--- src/rtl/sha256_pkg.sv ---
// SHA-256 constants, FSM state encoding and the round helper functions.
// SHA256_DOUBLE_HASH_EN adds the S_DBL_LOAD state used by the double-hash path.
package sha256_pkg;

   localparam logic [255:0] SHA_IV =
      256'h6a09e667bb67ae853c6ef372a54ff53a510e527f9b05688c1f83d9ab5be0cd19;

   localparam logic [31:0] SHA_K [64] = '{
      32'h428a2f98, 32'h71374491, 32'hb5c0fbcf, 32'he9b5dba5, 32'h3956c25b, 32'h59f111f1, 32'h923f82a4, 32'hab1c5ed5,
      32'hd807aa98, 32'h12835b01, 32'h243185be, 32'h550c7dc3, 32'h72be5d74, 32'h80deb1fe, 32'h9bdc06a7, 32'hc19bf174,
      32'he49b69c1, 32'hefbe4786, 32'h0fc19dc6, 32'h240ca1cc, 32'h2de92c6f, 32'h4a7484aa, 32'h5cb0a9dc, 32'h76f988da,
      32'h983e5152, 32'ha831c66d, 32'hb00327c8, 32'hbf597fc7, 32'hc6e00bf3, 32'hd5a79147, 32'h06ca6351, 32'h14292967,
      32'h27b70a85, 32'h2e1b2138, 32'h4d2c6dfc, 32'h53380d13, 32'h650a7354, 32'h766a0abb, 32'h81c2c92e, 32'h92722c85,
      32'ha2bfe8a1, 32'ha81a664b, 32'hc24b8b70, 32'hc76c51a3, 32'hd192e819, 32'hd6990624, 32'hf40e3585, 32'h106aa070,
      32'h19a4c116, 32'h1e376c08, 32'h2748774c, 32'h34b0bcb5, 32'h391c0cb3, 32'h4ed8aa4a, 32'h5b9cca4f, 32'h682e6ff3,
      32'h748f82ee, 32'h78a5636f, 32'h84c87814, 32'h8cc70208, 32'h90befffa, 32'ha4506ceb, 32'hbef9a3f7, 32'hc67178f2
   };

   typedef enum logic [2:0] {
      S_IDLE     = 3'd0,
      S_ROUND    = 3'd1,
      S_FINAL    = 3'd2,
`ifdef SHA256_DOUBLE_HASH_EN
      S_DBL_LOAD = 3'd3,
`endif
      S_DONE     = 3'd4
   } sha_state_e;

   function automatic logic [31:0] rotr(input logic [31:0] x, input int n);
      return (x >> n) | (x << (32 - n));
   endfunction

   function automatic logic [31:0] big_sigma0(input logic [31:0] x);
      return rotr(x, 2) ^ rotr(x, 13) ^ rotr(x, 22);
   endfunction

   function automatic logic [31:0] big_sigma1(input logic [31:0] x);
      return rotr(x, 6) ^ rotr(x, 11) ^ rotr(x, 25);
   endfunction

   function automatic logic [31:0] small_sigma0(input logic [31:0] x);
      return rotr(x, 7) ^ rotr(x, 18) ^ (x >> 3);
   endfunction

   function automatic logic [31:0] small_sigma1(input logic [31:0] x);
      return rotr(x, 17) ^ rotr(x, 19) ^ (x >> 10);
   endfunction

   function automatic logic [31:0] ch(input logic [31:0] e, input logic [31:0] f, input logic [31:0] g);
      return (e & f) ^ (~e & g);
   endfunction

   function automatic logic [31:0] maj(input logic [31:0] a, input logic [31:0] b, input logic [31:0] c);
      return (a & b) ^ (a & c) ^ (b & c);
   endfunction

endpackage

--- src/rtl/sha256_round.sv ---
// One combinational SHA-256 round: working variables a..h packed with a in [255:224].
module sha256_round
   import sha256_pkg::*;
(
   input  logic [255:0] cur,
   input  logic [31:0]  wt,
   input  logic [31:0]  kt,
   output logic [255:0] nxt
);

   logic [31:0] a, b, c, d, e, f, g, h, t1, t2;

   assign {a, b, c, d, e, f, g, h} = cur;
   assign t1  = h + big_sigma1(e) + ch(e, f, g) + kt + wt;
   assign t2  = big_sigma0(a) + maj(a, b, c);
   assign nxt = {t1 + t2, a, b, c, d + t1, e, f, g};

endmodule

--- src/rtl/sha256_stream.sv ---
// Multi-block SHA-256 engine, ROUNDS_PER_CYCLE rounds per clock, chained state.
// Defining SHA256_DOUBLE_HASH_EN compiles in the in_double / DBL_LOAD path.
module sha256_stream
   import sha256_pkg::*;
#(
   parameter int ROUNDS_PER_CYCLE = 1
) (
   input  logic         clk,
   input  logic         reset_n,
   input  logic         in_valid,
   output logic         in_ready,
   input  logic [511:0] in_block,
   input  logic         in_first,
   input  logic         in_last,
   input  logic         in_double,
   output logic         out_valid,
   input  logic         out_ready,
   output logic [255:0] out_digest,
   output logic [2:0]   dbg_state
);

   localparam int R = ROUNDS_PER_CYCLE;
   localparam logic [5:0] LAST_CNT = 6'(64 - R);
   localparam logic [5:0] CNT_STEP = 6'(R);

   // Handshakes: a transfer happens on a rising edge where valid and ready are both 1;
   // valid never waits on ready, and a producer holds its data until the transfer.
   sha_state_e   state_q, state_d;
   logic         in_ready_q, accept, last_q;
   logic [5:0]   cnt_q;
   logic [255:0] work_q, chain_q, digest_q, sum;
   logic [511:0] load_blk;
   logic [31:0]  w_q   [16];
   logic [31:0]  w_ext [16 + R];
   logic [255:0] rnd_st [R + 1];

   assign accept     = in_valid & in_ready_q;
   assign in_ready   = in_ready_q;
   assign out_valid  = (state_q == S_DONE);
   assign out_digest = digest_q;
   assign dbg_state  = state_q;

`ifdef SHA256_DOUBLE_HASH_EN
   logic dbl_q;
   assign load_blk = (state_q == S_DBL_LOAD) ? {chain_q, 1'b1, 191'b0, 64'd256} : in_block;
`else
   logic unused_double;
   assign unused_double = in_double;
   assign load_blk      = in_block;
`endif

   always_ff @(posedge clk or negedge reset_n) begin
      if (!reset_n) begin
         state_q    <= S_IDLE;
         in_ready_q <= 1'b0;
      end else begin
         state_q    <= state_d;
         in_ready_q <= (state_d == S_IDLE);
      end
   end

   always_comb begin
      state_d = state_q;
      case (state_q)
         S_IDLE:  if (accept) state_d = S_ROUND;
         S_ROUND: if (cnt_q == LAST_CNT) state_d = S_FINAL;
         S_FINAL: begin
            state_d = last_q ? S_DONE : S_IDLE;
`ifdef SHA256_DOUBLE_HASH_EN
            if (last_q && dbl_q) state_d = S_DBL_LOAD;
`endif
         end
`ifdef SHA256_DOUBLE_HASH_EN
         S_DBL_LOAD: state_d = S_ROUND;
`endif
         S_DONE:  if (out_ready) state_d = S_IDLE;
         default: state_d = S_IDLE;
      endcase
   end

   // Sliding 16-word window: W[t..t+15] plus the R words that follow it.
   always_comb begin
      for (int i = 0; i < 16; i++) w_ext[i] = w_q[i];
      for (int i = 0; i < R; i++)
         w_ext[16 + i] = small_sigma1(w_ext[14 + i]) + w_ext[9 + i]
                       + small_sigma0(w_ext[1 + i]) + w_ext[i];
   end

   always_comb begin
      sum = '0;
      for (int i = 0; i < 8; i++)
         sum[255 - 32*i -: 32] = chain_q[255 - 32*i -: 32] + work_q[255 - 32*i -: 32];
   end

   assign rnd_st[0] = work_q;
   for (genvar r = 0; r < R; r++) begin : g_round
      sha256_round u_round (
         .cur (rnd_st[r]),
         .wt  (w_q[r]),
         .kt  (SHA_K[cnt_q + 6'(r)]),
         .nxt (rnd_st[r + 1])
      );
   end

   always_ff @(posedge clk or negedge reset_n) begin
      if (!reset_n) begin
         chain_q  <= SHA_IV;
         work_q   <= '0;
         digest_q <= '0;
         cnt_q    <= '0;
         last_q   <= 1'b0;
`ifdef SHA256_DOUBLE_HASH_EN
         dbl_q    <= 1'b0;
`endif
         for (int i = 0; i < 16; i++) w_q[i] <= '0;
      end else begin
         case (state_q)
            S_IDLE: if (accept) begin
               for (int i = 0; i < 16; i++) w_q[i] <= load_blk[511 - 32*i -: 32];
               // chain_q doubles as the feed-forward base, so a fresh message reloads it
               work_q <= in_first ? SHA_IV : chain_q;
               if (in_first) chain_q <= SHA_IV;
               last_q <= in_last;
               cnt_q  <= '0;
`ifdef SHA256_DOUBLE_HASH_EN
               dbl_q  <= in_double;
`endif
            end
            S_ROUND: begin
               work_q <= rnd_st[R];
               for (int i = 0; i < 16; i++) w_q[i] <= w_ext[i + R];
               cnt_q  <= cnt_q + CNT_STEP;
            end
            S_FINAL: begin
               chain_q <= sum;
               if (state_d == S_DONE) digest_q <= sum;
            end
`ifdef SHA256_DOUBLE_HASH_EN
            S_DBL_LOAD: begin
               for (int i = 0; i < 16; i++) w_q[i] <= load_blk[511 - 32*i -: 32];
               work_q  <= SHA_IV;
               chain_q <= SHA_IV;
               dbl_q   <= 1'b0;
               cnt_q   <= '0;
            end
`endif
            default: ;
         endcase
      end
   end

endmodule

--- config.mk ---
export PLATFORM = sky130hd
export DESIGN_NAME = sha256_stream
export DESIGN_NICKNAME = d
export VERILOG_FILES = /design/src/rtl/sha256_pkg.sv /design/src/rtl/sha256_round.sv /design/src/rtl/sha256_stream.sv
export SDC_FILE = /design/constraint.sdc
export NUM_CORES = 2
export LEC_CHECK = 0
export ABC_AREA = 1
export CAP_MARGIN = 20
export CORE_ASPECT_RATIO = 0.8
export CORE_UTILIZATION = 40
export DETAILED_ROUTE_END_ITERATION = 7
export GPL_TIMING_DRIVEN = 0
export PLACE_DENSITY_LB_ADDON = 0.3
export SLEW_MARGIN = 20
export SYNTH_ARGS = -nofsm -noshare
export SYNTH_HDL_FRONTEND = slang
export SYNTH_SLANG_ARGS = --single-unit
--- constraint.sdc ---
create_clock -name clk -period 5.8 [get_ports clk]
set_input_delay 0.87 -clock clk [delete_from_list [all_inputs] [get_ports clk]]
set_output_delay 0.87 -clock clk [all_outputs]
set_load 0.02 [all_outputs]
==> flow_summary.ini <==
[worst_setup_path]
timing.critical_path.from_type = register
critical_path_cell_count = 38
critical_path.max_fanout = 5
path_class = reg -> reg
crit_path_end_kind = register
crit_buf_inv = 11
slowest_stage = sky130_fd_sc_hd__fa_1
worst_stage_delay_on_the_critical_path_ps = 530
worst_reg_to_reg_cells = 38
path_common_cell = sky130_fd_sc_hd__nand2_2
data_required_time_of_the_worst_path_ps = 6570
cpLargestDelayFamily = compound AO/OA/AOI/OAI gates
cp.arrival_ps = 7550

[sta]
finClkSkew_ps = 73.21
min_period_over_period_pct = 117.0
post-route-min-period_ps = 6783
tightest_slew_margin_relative_to_the_limit_pct = 4.456
hold_violations = 0
grt_setup_unrepaired = true
worst-slew-pin-transition_ps = 1433
fmax_ghz = 0.1474
setup_ws_ps = -983.2
total_negative_setup_slacks_ps = -29150
report.final.setup_viol = 48
slew_viol_final = 0
hold_ws_ps = 477.9

[route]
firstDrtPassIters = 8
post-route-drc-count = 4
via_per_inst = 6.090
wl_per_cell_um = 33.71
route.vias.total = 100457
postRouteWirelength_um = 556000
final_antenna_net_count = 0
initialDrtViolationCount = 15331

[placed_design]
place_ws_ps = -3240
portBuffers = 777
detailed_place_hpwl_um = 451600
gp_congestion = 1.120

[synthesis]
number_of_enable_type_register_cells_in_the_synthesized_netlist = 0
synthesis.yosys.warnings = 0
asyncSetResetFlopFracSynth_pct = 100.0
synth_sequential_area_ratio_pct = 35.90
synth_top_flop_cell = sky130_fd_sc_hd__dfrtp_1
netlist_area_pre_place_um2 = 90470
synthesis.area_per_instance_um2 = 7.475
synth_cells = 12102
count_of_unique_library_cells_instantiated_by_yosys = 74
syn_nets = 13215
synth.ff_latch_count = 1291

[global_routing]
grt_start_max_net_pins = 136
first_global_vias = 91779
grt_pass1_wl_um = 748700
antenna_violations_before_repair = 111
grt.overflow.total = 0
gr-usage-all-layers_pct = 47.60

[final_layout]
n_fill_cell = 22125
flow.area_growth_from_synthesis_pct = 27.90
final_cell_utilization_of_the_core_pct = 51.66
multi_input_comb_area_um2 = 53640
post_route_cells_drive_above_1_share_pct = 13.78
ff_latch_area_um2 = 32490
layout_nets = 14427

[floorplanning]
placementRows = 155
area_enclosed_by_the_die_boundary_um2 = 228100
floorplan.die.width_um = 533.7
die_h_um = 427.4
io-pin-count = 780
core_region_area_um2 = 224000
start_util_pct = 40.39

[status]
run_status = finished, violations left
violated_checks = design-rule violations, negative setup slack

[run]
max_cap_violations = 0

[clock_tree]
clkLatencyLatePin_ps = 920
cts_max_path_buffers = 4
clkTransAtPathRegs_ps = 70
cts_inserted_buffers = 160
clock_sink_count = 1291
ctsHtreeMaxLevel = 4
cts_root_buf = sky130_fd_sc_hd__clkbuf_16
cts_tree = yes

[hold_path]
holdCritPathClass = reg -> reg
hold_depth = 2
-- cells in the final DEF, fill, tap and decap left out, types with 294 or more instances in the layout --
cell                              synthesis  final
sky130_fd_sc_hd__dfrtp_1               1155   1148
sky130_fd_sc_hd__nor2_1                 801    725
sky130_fd_sc_hd__inv_1                 1709   1596
sky130_fd_sc_hd__nand3_1                362    310
sky130_fd_sc_hd__o21ai_0               1416   1319
sky130_fd_sc_hd__ha_1                   399    310
sky130_fd_sc_hd__nand2_1               2778   2651
sky130_fd_sc_hd__o211ai_1               664    664
sky130_fd_sc_hd__clkbuf_1               375    294
sky130_fd_sc_hd__a21oi_1                548    452
sky130_fd_sc_hd__clkdlybuf4s50_1          0    776
-- worst reg2reg max path: cells and delay by family (launching register included) --
| kind | cells | cell delay, ps |
|---|---|---|
| AO/OA/AOI/OAI | 11 | 2160 |
| adder cells (fa/ha/maj) | 5 | 1820 |
| AND/OR/NAND/NOR | 10 | 950 |
| flip-flops | 1 | 380 |
| XOR/XNOR | 1 | 180 |
| buffers and inverters | 11 | 1240 |
-- final timing paths --
| check | slack, ps | startpoint | endpoint |
|---|---|---|---|
| max reg2reg | -980 | cnt_q[0] | work_q[254] |
| min in group asynchronous | 560 | reset_n | w_ext[321] |
| max in group asynchronous | 2200 | reset_n | out_digest[181] |
| min reg2reg | 480 | out_digest[220] | out_digest[220] |
| max | -980 | cnt_q[0] | work_q[254] |
| min | 480 | out_digest[220] | out_digest[220] |
-- synth_stat cells, drive strengths merged, types with 5 or more instances --
| cell | number | area (um2) |
|---|---|---|
| o21bai | 56 | 420.4 |
| nor4 | 33 | 262.8 |
| nand3b | 33 | 247.7 |
| or2 | 15 | 93.84 |
| fa | 195 | 3904 |
| o221a | 7 | 78.83 |
| o21ai | 1516 | 7659 |
| o22a | 5 | 43.79 |
| a21oi | 563 | 2882 |
| o22ai | 44 | 275.3 |
| o211ai | 664 | 4985 |
| o221ai | 29 | 254.0 |
| clkbuf | 376 | 1413 |
| nand2 | 2784 | 10470 |
| o21a | 26 | 195.2 |
| a211oi | 10 | 75.07 |
| o31ai | 18 | 135.1 |
| buf | 255 | 1225 |
| ha | 399 | 4992 |
| a31o | 12 | 105.1 |
| inv | 1721 | 6462 |
| xor2 | 211 | 1856 |
| a21boi | 31 | 236.5 |
| nand3 | 371 | 1902 |
| a221oi | 10 | 87.58 |
| a21o | 61 | 457.9 |
| xnor2 | 238 | 2085 |
| a22oi | 6 | 45.04 |
| dfstp | 136 | 3573 |
| nor2 | 806 | 3038 |
| o311ai | 21 | 183.9 |
| nand4 | 35 | 234.0 |
| a22o | 28 | 245.2 |
| o2111ai | 8 | 70.07 |
| nor3 | 73 | 370.4 |
| dfrtp | 1155 | 28900 |
| a31oi | 123 | 775.7 |
-- cells by family (layout without fill, tap and decap cells) --
logic type,after synthesis,after routing,synth area share (%)
other,0,80,0
XOR/XNOR,449,449,4.355
buffers and inverters,2356,3686,10.08
adder cells (fa/ha/maj),594,594,9.833
flip-flops,1291,1291,35.90
AO/OA/AOI/OAI,3258,3258,21.43
multiplexers,1,1,0.01106
AND/OR/NAND/NOR,4153,4153,18.39
-- registers in the layout, indices dropped and copies added, names as in the netlist --
name and cells:
w_ext 512, chain_q 256, dbg_state 3, work_q 256, in_ready 1, last_q 1
out_digest 256, cnt_q 6
-- through the flow --
step                area (um2)  std cells
detailed placement      102900      15895
finish                  115700      16495
floorplan                90560      12102
global route            115600      16458
CTS                     113600      16339
global placement        102100      15862
-- area by class of cell --
cell class,count,area share [%]
Clock inverter,51,0.6002
Clock buffer,229,3.980
Tap cell,2983,3.226
Timing Repair Buffer,1050,9.273
Sequential cell,1291,28.08
Antenna cell,80,0.1730
Buffer,631,2.626
Multi-Input combinational cell,8455,46.36
Inverter,1725,5.684
-- per-layer routing --
| metal | wire [um] | share of wire, % | vias up | GRT usage [%] |
|---|---|---|---|---|
| met3 | 87630 | 16 | 1374 | 21.57 |
| met5 | 345 | 0.062 | - | 0 |
| met4 | 33140 | 6.0 | 32 | 23.76 |
| li1 | - | - | 42494 | - |
| met2 | 207700 | 37 | 7311 | 62.01 |
| met1 | 227200 | 41 | 49246 | 65.27 |
-- timing repair --
item	in CTS	in global routing
hold buffers	1	0
pin swaps	199	254
buffers inserted	163	81
setup endpoints to repair	60	55
resized for setup	962	333
endpoints found under the hold margin	77	0
Power is left out: the tool's default activity adds up to more than one toggle a clock period on the data nets, which glitch-free logic cannot reach.
